**src/rtl/issue_stage.sv**
```systemverilog
// Dual-issue pairing plus two-slot issue register between the instruction buffer and execute.
// Optional DIFFTEST_EN adds difftest payload registers and a running issue counter.
package issue_pkg;
    typedef enum logic [2:0] {OP_ALU, OP_MEM, OP_BR, OP_MUL, OP_DIV, OP_CSR, OP_MISC} optype_t;
    typedef enum logic [4:0] {
        OPC_NOP, OPC_ADD, OPC_SUB, OPC_AND, OPC_OR, OPC_LD_W, OPC_ST_W, OPC_BEQ, OPC_BNE,
        OPC_JIRL, OPC_MUL_W, OPC_DIV_W, OPC_CSRRD, OPC_CSRWR, OPC_ERTN, OPC_IDLE, OPC_IBAR,
        OPC_DBAR, OPC_SYSCALL
    } opcode_t;
    typedef enum logic [2:0] {BR_NONE, BR_COND, BR_JMP, BR_CALL, BR_RET} br_type_t;
    typedef enum logic [3:0] {EXC_NONE, EXC_SYS, EXC_BRK, EXC_INE, EXC_ADEF, EXC_PIF} excp_t;
    typedef logic [13:0] csr_addr_t;

    typedef struct packed {
        logic        commit;
        logic [31:0] inst;
        logic [31:0] wdata;
    } difftest_t;

    typedef struct packed {
        logic [31:0] pc;
        optype_t     optype;
        opcode_t     opcode;
        logic [4:0]  dest;
        logic [31:0] imm;
        logic        pred_br_taken;
        logic [31:0] pred_br_target;
        br_type_t    br_type;
        logic        br_condition;
        logic [31:0] br_target;
        logic        br_taken;
        logic        have_excp;
        excp_t       excp_type;
        csr_addr_t   csr_addr;
        logic        csr_wr;
        logic [4:0]  r1;
        logic [4:0]  r2;
        logic        src2_is_imm;
    } slot_t;

    function automatic logic is_load(input slot_t s);
        return (s.optype == OP_MEM) && (s.dest != 5'd0);
    endfunction

    function automatic logic reads_reg(input slot_t s, input logic [4:0] r);
        return (r != 5'd0) && ((s.r1 == r) || (!s.src2_is_imm && (s.r2 == r)));
    endfunction

    function automatic logic is_serial(input slot_t s);
        return (s.optype == OP_CSR) || s.have_excp ||
               (s.opcode inside {OPC_ERTN, OPC_IDLE, OPC_IBAR, OPC_DBAR});
    endfunction

    function automatic logic is_muldiv(input slot_t s);
        return (s.optype == OP_MUL) || (s.optype == OP_DIV);
    endfunction
endpackage

module issue_stage
    import issue_pkg::*;
(
    input  logic        clk,
    input  logic        reset,
    input  logic        flush,
    input  logic        i_a_valid,
    input  logic [31:0] i_a_pc,
    input  optype_t     i_a_optype,
    input  opcode_t     i_a_opcode,
    input  logic [4:0]  i_a_dest,
    input  logic [31:0] i_a_imm,
    input  logic        i_a_pred_br_taken,
    input  logic [31:0] i_a_pred_br_target,
    input  br_type_t    i_a_br_type,
    input  logic        i_a_br_condition,
    input  logic [31:0] i_a_br_target,
    input  logic        i_a_br_taken,
    input  logic        i_a_have_excp,
    input  excp_t       i_a_excp_type,
    input  csr_addr_t   i_a_csr_addr,
    input  logic        i_a_csr_wr,
    input  logic [4:0]  i_a_r1,
    input  logic [4:0]  i_a_r2,
    input  logic        i_a_src2_is_imm,
    input  logic        i_b_valid,
    input  logic [31:0] i_b_pc,
    input  optype_t     i_b_optype,
    input  opcode_t     i_b_opcode,
    input  logic [4:0]  i_b_dest,
    input  logic [31:0] i_b_imm,
    input  logic        i_b_pred_br_taken,
    input  logic [31:0] i_b_pred_br_target,
    input  br_type_t    i_b_br_type,
    input  logic        i_b_br_condition,
    input  logic [31:0] i_b_br_target,
    input  logic        i_b_br_taken,
    input  logic        i_b_have_excp,
    input  excp_t       i_b_excp_type,
    input  csr_addr_t   i_b_csr_addr,
    input  logic        i_b_csr_wr,
    input  logic [4:0]  i_b_r1,
    input  logic [4:0]  i_b_r2,
    input  logic        i_b_src2_is_imm,
    output logic [1:0]  o_size,
    input  logic        ex_allowin,
    input  logic        backend_empty,
`ifdef DIFFTEST_EN
    input  difftest_t   i_a_difftest,
    input  difftest_t   i_b_difftest,
    output difftest_t   o_a_difftest,
    output difftest_t   o_b_difftest,
    output logic [31:0] o_issue_cnt,
`endif
    output logic        o_a_valid,
    output logic [31:0] o_a_pc,
    output optype_t     o_a_optype,
    output opcode_t     o_a_opcode,
    output logic [4:0]  o_a_dest,
    output logic [31:0] o_a_imm,
    output logic        o_a_pred_br_taken,
    output logic [31:0] o_a_pred_br_target,
    output br_type_t    o_a_br_type,
    output logic        o_a_br_condition,
    output logic [31:0] o_a_br_target,
    output logic        o_a_br_taken,
    output logic        o_a_have_excp,
    output excp_t       o_a_excp_type,
    output csr_addr_t   o_a_csr_addr,
    output logic        o_a_csr_wr,
    output logic [4:0]  o_a_r1,
    output logic [4:0]  o_a_r2,
    output logic        o_a_src2_is_imm,
    output logic        o_b_valid,
    output logic [31:0] o_b_pc,
    output optype_t     o_b_optype,
    output opcode_t     o_b_opcode,
    output logic [4:0]  o_b_dest,
    output logic [31:0] o_b_imm,
    output logic        o_b_pred_br_taken,
    output logic [31:0] o_b_pred_br_target,
    output br_type_t    o_b_br_type,
    output logic        o_b_br_condition,
    output logic [31:0] o_b_br_target,
    output logic        o_b_br_taken,
    output logic        o_b_have_excp,
    output excp_t       o_b_excp_type,
    output csr_addr_t   o_b_csr_addr,
    output logic        o_b_csr_wr,
    output logic [4:0]  o_b_r1,
    output logic [4:0]  o_b_r2,
    output logic        o_b_src2_is_imm
);

    typedef enum logic {NORMAL, SERIAL} state_t;

    state_t state;
    slot_t  in_a, in_b, reg_a, reg_b;
    logic   a_vld, b_vld;
    logic   may_load, lu_a, lu_b, ser_a, ser_b, pair_ok, issue_a, issue_b;

    assign in_a = '{pc: i_a_pc, optype: i_a_optype, opcode: i_a_opcode, dest: i_a_dest,
                    imm: i_a_imm, pred_br_taken: i_a_pred_br_taken,
                    pred_br_target: i_a_pred_br_target, br_type: i_a_br_type,
                    br_condition: i_a_br_condition, br_target: i_a_br_target,
                    br_taken: i_a_br_taken, have_excp: i_a_have_excp,
                    excp_type: i_a_excp_type, csr_addr: i_a_csr_addr, csr_wr: i_a_csr_wr,
                    r1: i_a_r1, r2: i_a_r2, src2_is_imm: i_a_src2_is_imm};
    assign in_b = '{pc: i_b_pc, optype: i_b_optype, opcode: i_b_opcode, dest: i_b_dest,
                    imm: i_b_imm, pred_br_taken: i_b_pred_br_taken,
                    pred_br_target: i_b_pred_br_target, br_type: i_b_br_type,
                    br_condition: i_b_br_condition, br_target: i_b_br_target,
                    br_taken: i_b_br_taken, have_excp: i_b_have_excp,
                    excp_type: i_b_excp_type, csr_addr: i_b_csr_addr, csr_wr: i_b_csr_wr,
                    r1: i_b_r1, r2: i_b_r2, src2_is_imm: i_b_src2_is_imm};

    assign may_load = !a_vld || ex_allowin;

    // A load sitting in the issue register has no result to forward next cycle, so block its users.
    assign lu_a = (a_vld && is_load(reg_a) && reads_reg(in_a, reg_a.dest)) ||
                  (b_vld && is_load(reg_b) && reads_reg(in_a, reg_b.dest));
    assign lu_b = (a_vld && is_load(reg_a) && reads_reg(in_b, reg_a.dest)) ||
                  (b_vld && is_load(reg_b) && reads_reg(in_b, reg_b.dest));

    assign ser_a = is_serial(in_a);
    assign ser_b = is_serial(in_b);

    assign pair_ok = !ser_a && !ser_b && (in_a.optype != OP_BR) &&
                     !reads_reg(in_b, in_a.dest) &&
                     !((in_a.optype == OP_MEM) && (in_b.optype == OP_MEM)) &&
                     !(is_muldiv(in_a) && is_muldiv(in_b));

    assign issue_a = !reset && !flush && i_a_valid && may_load && (state == NORMAL) &&
                     !lu_a && (!ser_a || backend_empty);
    assign issue_b = issue_a && i_b_valid && !lu_b && pair_ok;
    assign o_size  = {1'b0, issue_a} + {1'b0, issue_b};

    always_ff @(posedge clk or posedge reset) begin
        if (reset) begin
            state <= NORMAL;
        end else if (flush) begin
            state <= NORMAL;
        end else begin
            case (state)
                NORMAL:  if (issue_a && ser_a) state <= SERIAL;
                SERIAL:  if (may_load && backend_empty) state <= NORMAL;
                default: state <= NORMAL;
            endcase
        end
    end

    always_ff @(posedge clk or posedge reset) begin
        if (reset) begin
            a_vld <= 1'b0;
            b_vld <= 1'b0;
            reg_a <= '0;
            reg_b <= '0;
        end else if (flush) begin
            a_vld <= 1'b0;
            b_vld <= 1'b0;
        end else if (may_load) begin
            a_vld <= issue_a;
            b_vld <= issue_b;
            reg_a <= in_a;
            reg_b <= in_b;
        end
    end

`ifdef DIFFTEST_EN
    always_ff @(posedge clk or posedge reset) begin
        if (reset) begin
            o_a_difftest <= '0;
            o_b_difftest <= '0;
            o_issue_cnt  <= 32'd0;
        end else begin
            o_issue_cnt <= o_issue_cnt + {30'd0, o_size};
            if (!flush && may_load) begin
                o_a_difftest <= i_a_difftest;
                o_b_difftest <= i_b_difftest;
            end
        end
    end
`endif

    assign o_a_valid          = a_vld;
    assign o_a_pc             = reg_a.pc;
    assign o_a_optype         = reg_a.optype;
    assign o_a_opcode         = reg_a.opcode;
    assign o_a_dest           = reg_a.dest;
    assign o_a_imm            = reg_a.imm;
    assign o_a_pred_br_taken  = reg_a.pred_br_taken;
    assign o_a_pred_br_target = reg_a.pred_br_target;
    assign o_a_br_type        = reg_a.br_type;
    assign o_a_br_condition   = reg_a.br_condition;
    assign o_a_br_target      = reg_a.br_target;
    assign o_a_br_taken       = reg_a.br_taken;
    assign o_a_have_excp      = reg_a.have_excp;
    assign o_a_excp_type      = reg_a.excp_type;
    assign o_a_csr_addr       = reg_a.csr_addr;
    assign o_a_csr_wr         = reg_a.csr_wr;
    assign o_a_r1             = reg_a.r1;
    assign o_a_r2             = reg_a.r2;
    assign o_a_src2_is_imm    = reg_a.src2_is_imm;

    assign o_b_valid          = b_vld;
    assign o_b_pc             = reg_b.pc;
    assign o_b_optype         = reg_b.optype;
    assign o_b_opcode         = reg_b.opcode;
    assign o_b_dest           = reg_b.dest;
    assign o_b_imm            = reg_b.imm;
    assign o_b_pred_br_taken  = reg_b.pred_br_taken;
    assign o_b_pred_br_target = reg_b.pred_br_target;
    assign o_b_br_type        = reg_b.br_type;
    assign o_b_br_condition   = reg_b.br_condition;
    assign o_b_br_target      = reg_b.br_target;
    assign o_b_br_taken       = reg_b.br_taken;
    assign o_b_have_excp      = reg_b.have_excp;
    assign o_b_excp_type      = reg_b.excp_type;
    assign o_b_csr_addr       = reg_b.csr_addr;
    assign o_b_csr_wr         = reg_b.csr_wr;
    assign o_b_r1             = reg_b.r1;
    assign o_b_r2             = reg_b.r2;
    assign o_b_src2_is_imm    = reg_b.src2_is_imm;

endmodule

```
**config.mk**
```make
export PLATFORM = sky130hd
export DESIGN_NAME = issue_stage
export DESIGN_NICKNAME = d
export VERILOG_FILES = /design/src/rtl/issue_stage.sv
export SDC_FILE = /design/constraint.sdc
export NUM_CORES = 1
export LEC_CHECK = 0
export ABC_AREA = 1
export BUFFER_PORTS_ARGS = -buffer_cell sky130_fd_sc_hd__buf_4
export CORE_AREA = 2 2 281 283
export CTS_BUF_LIST = sky130_fd_sc_hd__clkbuf_8
export CTS_CLUSTER_DIAMETER = 120
export DETAILED_ROUTE_END_ITERATION = 12
export DIE_AREA = 0 0 283 285
export GPL_ROUTABILITY_DRIVEN = 1
export SLEW_MARGIN = 10
export SYNTH_ARGS = -nofsm -noshare
export SYNTH_HDL_FRONTEND = slang
export SYNTH_SLANG_ARGS = --single-unit
```
**constraint.sdc**
```tcl
create_clock -name clk -period 11.5 [get_ports clk]
set_input_delay 1.15 -clock clk [delete_from_list [all_inputs] [get_ports clk]]
set_output_delay 1.15 -clock clk [all_outputs]
set_load 0.01 [all_outputs]
```
# After elaboration in Yosys (flattened, before gate mapping)
# Index checks and enable logic that the tools add are counted.
[word_totals]
ff_bits = 359
output_inout_bits = 360
[op_classes]
n_bitwise = 2
mux = 8
addsub = 1
reduce_logical = 70
eq_ne = 29
[op_table]
columns = ["op", "count"]
rows = [
  ["== test 5 bit", 10],
  ["logical AND 1 bit", 36],
  ["== test 5 x 4 -> 1 bit, second input constant", 4],
  ["== test 5 bit, second input constant", 4],
  ["logical OR 1 bit", 15],
  ["nonzero test 5 bit", 3],
  ["== test 3 x 1 -> 1 bit, second input constant", 4],
  ["== test 3 bit, second input constant", 4],
  ["logical NOT 1 bit", 12],
  ["nonzero test 4 bit", 2],
  ["two-way mux 1 bit", 7],
  ["== test 3 x 2 -> 1 bit, second input constant", 2],
  ["!= test 3 x 2 -> 1 bit, second input constant", 1],
  ["adder 1 x 1 -> 2 bit", 1],
  ["inverter 1 bit", 2],
  ["case mux 1 bit (2 select lines)", 1],
  ["AND reduction 2 bit", 1],
  ["nonzero test 2 bit", 1],
]

# Longest topological paths before layout
[logic_depth]
word_depth = 14
ltp_mapped = 13
depth_no_buf = 13

# Worst setup path after synthesis
# Ideal clock, no wire load.
[synth_timing]
path_type = "input to output"
start = "input reset"
end = "output o_size[0]"
path_stages = 8
setup_slack_ps = 552
n_path_buf = 0
t_arrival_ps = 9798
cell_sequence = "inv_1 nand4_1 a21oi_1 nand3_2 inv_2 nand2_1 inv_1 ha_1"
[synth_between]
elab_chain_len = 11
[synth_lines]
columns = ["element", "line_no", "source"]
rows = [
  ["start: declaration", "63", "input logic reset,"],
  ["logical NOT 1 bit (no source line) (*)", "n/a", ""],
  ["logical AND 1 bit (*) (5 in a row)", "191", "assign issue_a = !reset && !flush && i_a_valid && may_load && (state == NORMAL) &&"],
  ["logical AND 1 bit (*)", "192", "!lu_a && (!ser_a || backend_empty);"],
  ["logical AND 1 bit (3 in a row)", "193", "assign issue_b = issue_a && i_b_valid && !lu_b && pair_ok;"],
  ["adder 1 x 1 -> 2 bit (*)", "194", "assign o_size = {1'b0, issue_a} + {1'b0, issue_b};"],
  ["end: declaration", "103", "output logic [1:0] o_size,"],
]
# Every way passes the cells marked *; elsewhere a longest branch is shown, timed or not.

# Worst setup path after layout
[layout_timing]
start = "input flush"
end = "output o_size[0]"
[layout_between]
elab_chain_len = 11
[layout_lines]
columns = ["element", "line_no", "source"]
rows = [
  ["start: declaration", "64", "input logic flush,"],
  ["logical NOT 1 bit (*)", "191", ""],
  ["logical AND 1 bit (*) (5 in a row)", "191", ""],
  ["logical AND 1 bit (*)", "192", ""],
  ["logical AND 1 bit (3 in a row)", "193", ""],
  ["adder 1 x 1 -> 2 bit (*)", "194", ""],
]
# Marked as above.

==> results by group <==
Setup path
  • Worst Setup SP: flush
  • Worst r2r src: o_a_valid$_DFFE_PP0P_
  • Levels on crit path: 11
  • Setup crit end: o_size[0]
  • R2r endpoint: o_b_pc[11]$_DFFE_PP0P_
  • CP Class: in -> out
  • Most frequent CP cell: buf_4
  • Critical Path RT: 10.35 ns
  • Largest stage delay, worst path: 0.45 ns
  • CP endpoint kind: output port
  • Buffers and inverters on the worst path: 5
  • CP arrival: 2.97 ns
  • Crit-path cells: buf_4, nor2_4, buf_4, nand4_1, a21oi_1, nand3_2, inv_2, nand2_1, inv_1, ha_1, buf_4
  • Slowest CP cell: buf_4
  • Worst reg-to-reg path cell count: 8
  • Crit start category: input port
  • Critical path's top delay family: buffers and inverters
  • R2R Setup Slk: 8.19 ns
  • CP max FO: 45

Global routing
  • Initial antenna violation count: 4
  • Total track usage: 13.00%
  • Largest net degree at the start of global routing: 152
  • GRT busiest layer: met2
  • GR Util met1: 15.03%
  • Wire length of the first global-routing pass: 82.10 mm
  • Vias in the first global route: 13544
  • Met3 usage: 4.456%
  • Met2 Use GR: 22.22%
  • Gr ovfl total: 0

Finish
  • Register area: 8984 sq um
  • Area of the multi-input gates: 4827 sq um
  • Syn-to-layout area delta: 54.42%
  • Share of cells above drive strength 1: 33.91%
  • Nets: 2799
  • Fillers: 8366
  • Non-Filler Instances: 3537

CTS
  • CTS tree: done
  • Clock root buffer master: clkbuf_8
  • Post-CTS Resized: 0
  • CTS Buf Count: 67
  • Post-CTS Setup Inserts: 0
  • Maximum buffer depth of the clock tree: 3
  • Clock sinks: 359
  • Worst skew pair latency: 0.62 ns
  • H-tree Lvls: 3
  • Clock edge transition at the registers on the reported setup and hold paths: 0.06 ns
  • Hold buffer count at cts: 0

Synthesis
  • Yosys top cell area share: 62.23%
  • Mean Syn Cell Area: 8.427 sq um
  • Post-synthesis cell area: 14440 sq um
  • Gate Count Post-Synth: 1713
  • Netlist cell types: 26
  • Largest area contributor in the netlist: dfrtp_1
  • YS warnings: 0
  • Post-synthesis sequential area ratio: 62.23%
  • Syn_nets: 2077
  • #FFs+latches synth: 359
  • Synth area leaders: dfrtp_1 62%, nand2_1 28%, buf_2 1.9%, o21ai_0 1.7%, inv_1 1.3%

Flow run
  • Max-Cap Viols: 0

Placed design
  • Dpl hpwl: 40.70 mm
  • Inst Count DP: 3416
  • Gpl congestion: 0.9177
  • Port buffer count: 722

Routing
  • Initial DRT Pass Iterations: 5
  • Initial drt markers: 817
  • DRT Wirelength: 54.98 mm
  • Vias per cell: 3.857
  • DRC viols: 0
  • Vias: 13641
  • Antenna Nets Post-Route: 0
  • Wire per inst: 15.54 microns

STA
  • Final min period: 4.120 ns
  • Slew headroom: 31.03%
  • Setup TNS: 0 ns
  • Final Hold Viols: 0
  • Setup-failing EPs final: 0
  • Worst hold slack: 0.4694 ns
  • Final period util: 35.83%
  • Fin. max-slew vios: 0
  • Fmax: 242.7 MHz
  • Final clock skew: 0.02238 ns
  • RSZ-0062 raised after global routing: false
  • Worst Tran Pin Value: 1.035 ns

Die
  • Core Rows: 103
  • DIE AREA: 80660 sq um
  • Initial core utilization: 18.51%
  • DIE HEIGHT: 285 microns
  • Number of I/O pins: 723
  • Die W: 283 microns
  • Core ar.: 77970 sq um

Power
  • Total power: 3.420 mW
  • Power density over the cells: 153.4 nW/um^2
  • Internal: 2.421 mW
  • LEAKAGE: 12.41 nW
  • Sw frac: 29.21%
  • Max IR drop VDD: 0.06921 mV
  • Clock Power Share: 38.7%
  • Psw: 999.1 uW
  • Sequential share of power: 43.1%
  • Comb pwr share: 18.3%

Outcome
  • Status: completed

Min path
  • HP Class: reg -> reg
==> logic make-up (layout without fill, tap and decap cells) <==
| logic type | Yosys count | in the layout | synth area share [%] |
|---|---|---|---|
| AO/OA/AOI/OAI | 62 | 62 | 2.184 |
| XOR/XNOR | 21 | 21 | 1.274 |
| flip-flops | 359 | 359 | 62.23 |
| AND/OR/NAND/NOR | 1134 | 1134 | 29.90 |
| adder cells (fa/ha/maj) | 1 | 1 | 0.08666 |
| other | 0 | 1 | 0 |
| buffers and inverters | 136 | 909 | 4.325 |
==> area by class of cell <==
| type | count | area share, % |
|---|---|---|
| Clock buffer | 84 | 5.187 |
| Tap cell | 1050 | 5.894 |
| Antenna cell | 1 | 0.01123 |
| Clock inverter | 36 | 1.179 |
| Inverter | 55 | 0.9935 |
| Timing Repair Buffer | 734 | 24.78 |
| Multi-Input combinational cell | 1218 | 21.66 |
| Sequential cell | 359 | 40.30 |
==> per-stage QoR <==
stage | cell area, sq um | setup slack (ns) | util, %
5_1_grt | 22290 | 7.206 | 28.59
6_report | 22290 | 7.380 | 28.59
2_1_floorplan | 14440 | 0.3688 | -
3_5_place_dp | 20870 | 7.385 | 26.77
3_3_place_gp | 20870 | 7.400 | 26.77
4_1_cts | 22290 | 7.373 | 28.59
==> worst min-delay path by stage <==
stage                                start                                  to  slack (ns)  cells after the start
2_1_floorplan              state$_DFF_PP0_                     state$_DFF_PP0_        0.50                      3
3_3_place_gp    o_b_br_type[0]$_DFFE_PP0P_          o_b_br_type[0]$_DFFE_PP0P_        0.46                      2
3_5_place_dp       o_a_imm[29]$_DFFE_PP0P_             o_a_imm[29]$_DFFE_PP0P_        0.46                      2
4_1_cts                              reset  o_a_pred_br_target[20]$_DFFE_PP0P_        0.42                      2
5_1_grt                              reset  o_a_pred_br_target[20]$_DFFE_PP0P_        0.46                      2
6_report       o_b_csr_addr[0]$_DFFE_PP0P_         o_b_csr_addr[0]$_DFFE_PP0P_        0.47                      2
==> cells in the mapped netlist, drive strengths merged <==
master and count:
nand3 18, a21oi 7, nor3 4, clkbuf 14, inv 55, o22ai 1
buf 67, dfrtp 359, nand2 1069, a31oi 1, xnor2 5, o21ai 52
nand4 5, xor2 16, nor2 37, nor3b 1, ha 1, a22oi 1
==> cells in the final DEF, fill, tap and decap left out <==
cell        synthesis  final
a21oi_1             7      7
a22oi_1             1      1
a31oi_1             1      1
buf_12              0      1
buf_4              10    733
bufinv_16           0      3
clkbuf_8            0     84
clkinv_2            0      6
clkinv_8            0      1
clkinvlp_4          0      1
dfrtp_1           359    359
diode_2             0      1
ha_1                1      1
inv_1              49     69
inv_2               6      5
inv_6               0      2
inv_8               0      4
nand2_1          1069   1069
nand3_1            17     17
nand3_2             1      1
nand4_1             5      5
nor2_1             35     35
nor2_2              1      1
nor2_4              1      1
nor3_1              4      4
nor3b_1             1      1
o21ai_0            50     50
o21ai_1             2      2
o22ai_1             1      1
xnor2_1             5      5
xor2_1             16     16
==> layer usage <==
layer	routed length [microns]	part of all wire (%)
met3	4449	8.1
met1	21950	40
met5	10	0.018
met4	1700	3.1
met2	26870	49
==> sequential cells by signal, indices dropped and copies added (netlist names), 14 cells and up <==
signal	cells
o_b_imm	32
o_b_br_target	32
o_a_pred_br_target	32
o_a_pc	32
o_a_csr_addr	14
o_a_imm	32
o_b_pc	32
o_b_csr_addr	14
o_b_pred_br_target	32
o_a_br_target	32
==> power groups by stage <==
stage / Clock (mW) / Combinational (mW) / Sequential, mW
2_1_floorplan: 0 / 0.196 / 1.54
3_3_place_gp: 0 / 0.631 / 1.49
3_5_place_dp: 0 / 0.637 / 1.49
4_1_cts: 1.38 / 0.637 / 1.47
5_1_grt: 1.43 / 0.684 / 1.49
6_report: 1.32 / 0.625 / 1.47
==> tightest hold or removal path: stages, from the launching register on <==
cell     delay (ns)
dfrtp_1        0.34
nand2_1        0.05
nand2_1        0.04
Note: power is estimated with default switching activity, not from simulation.
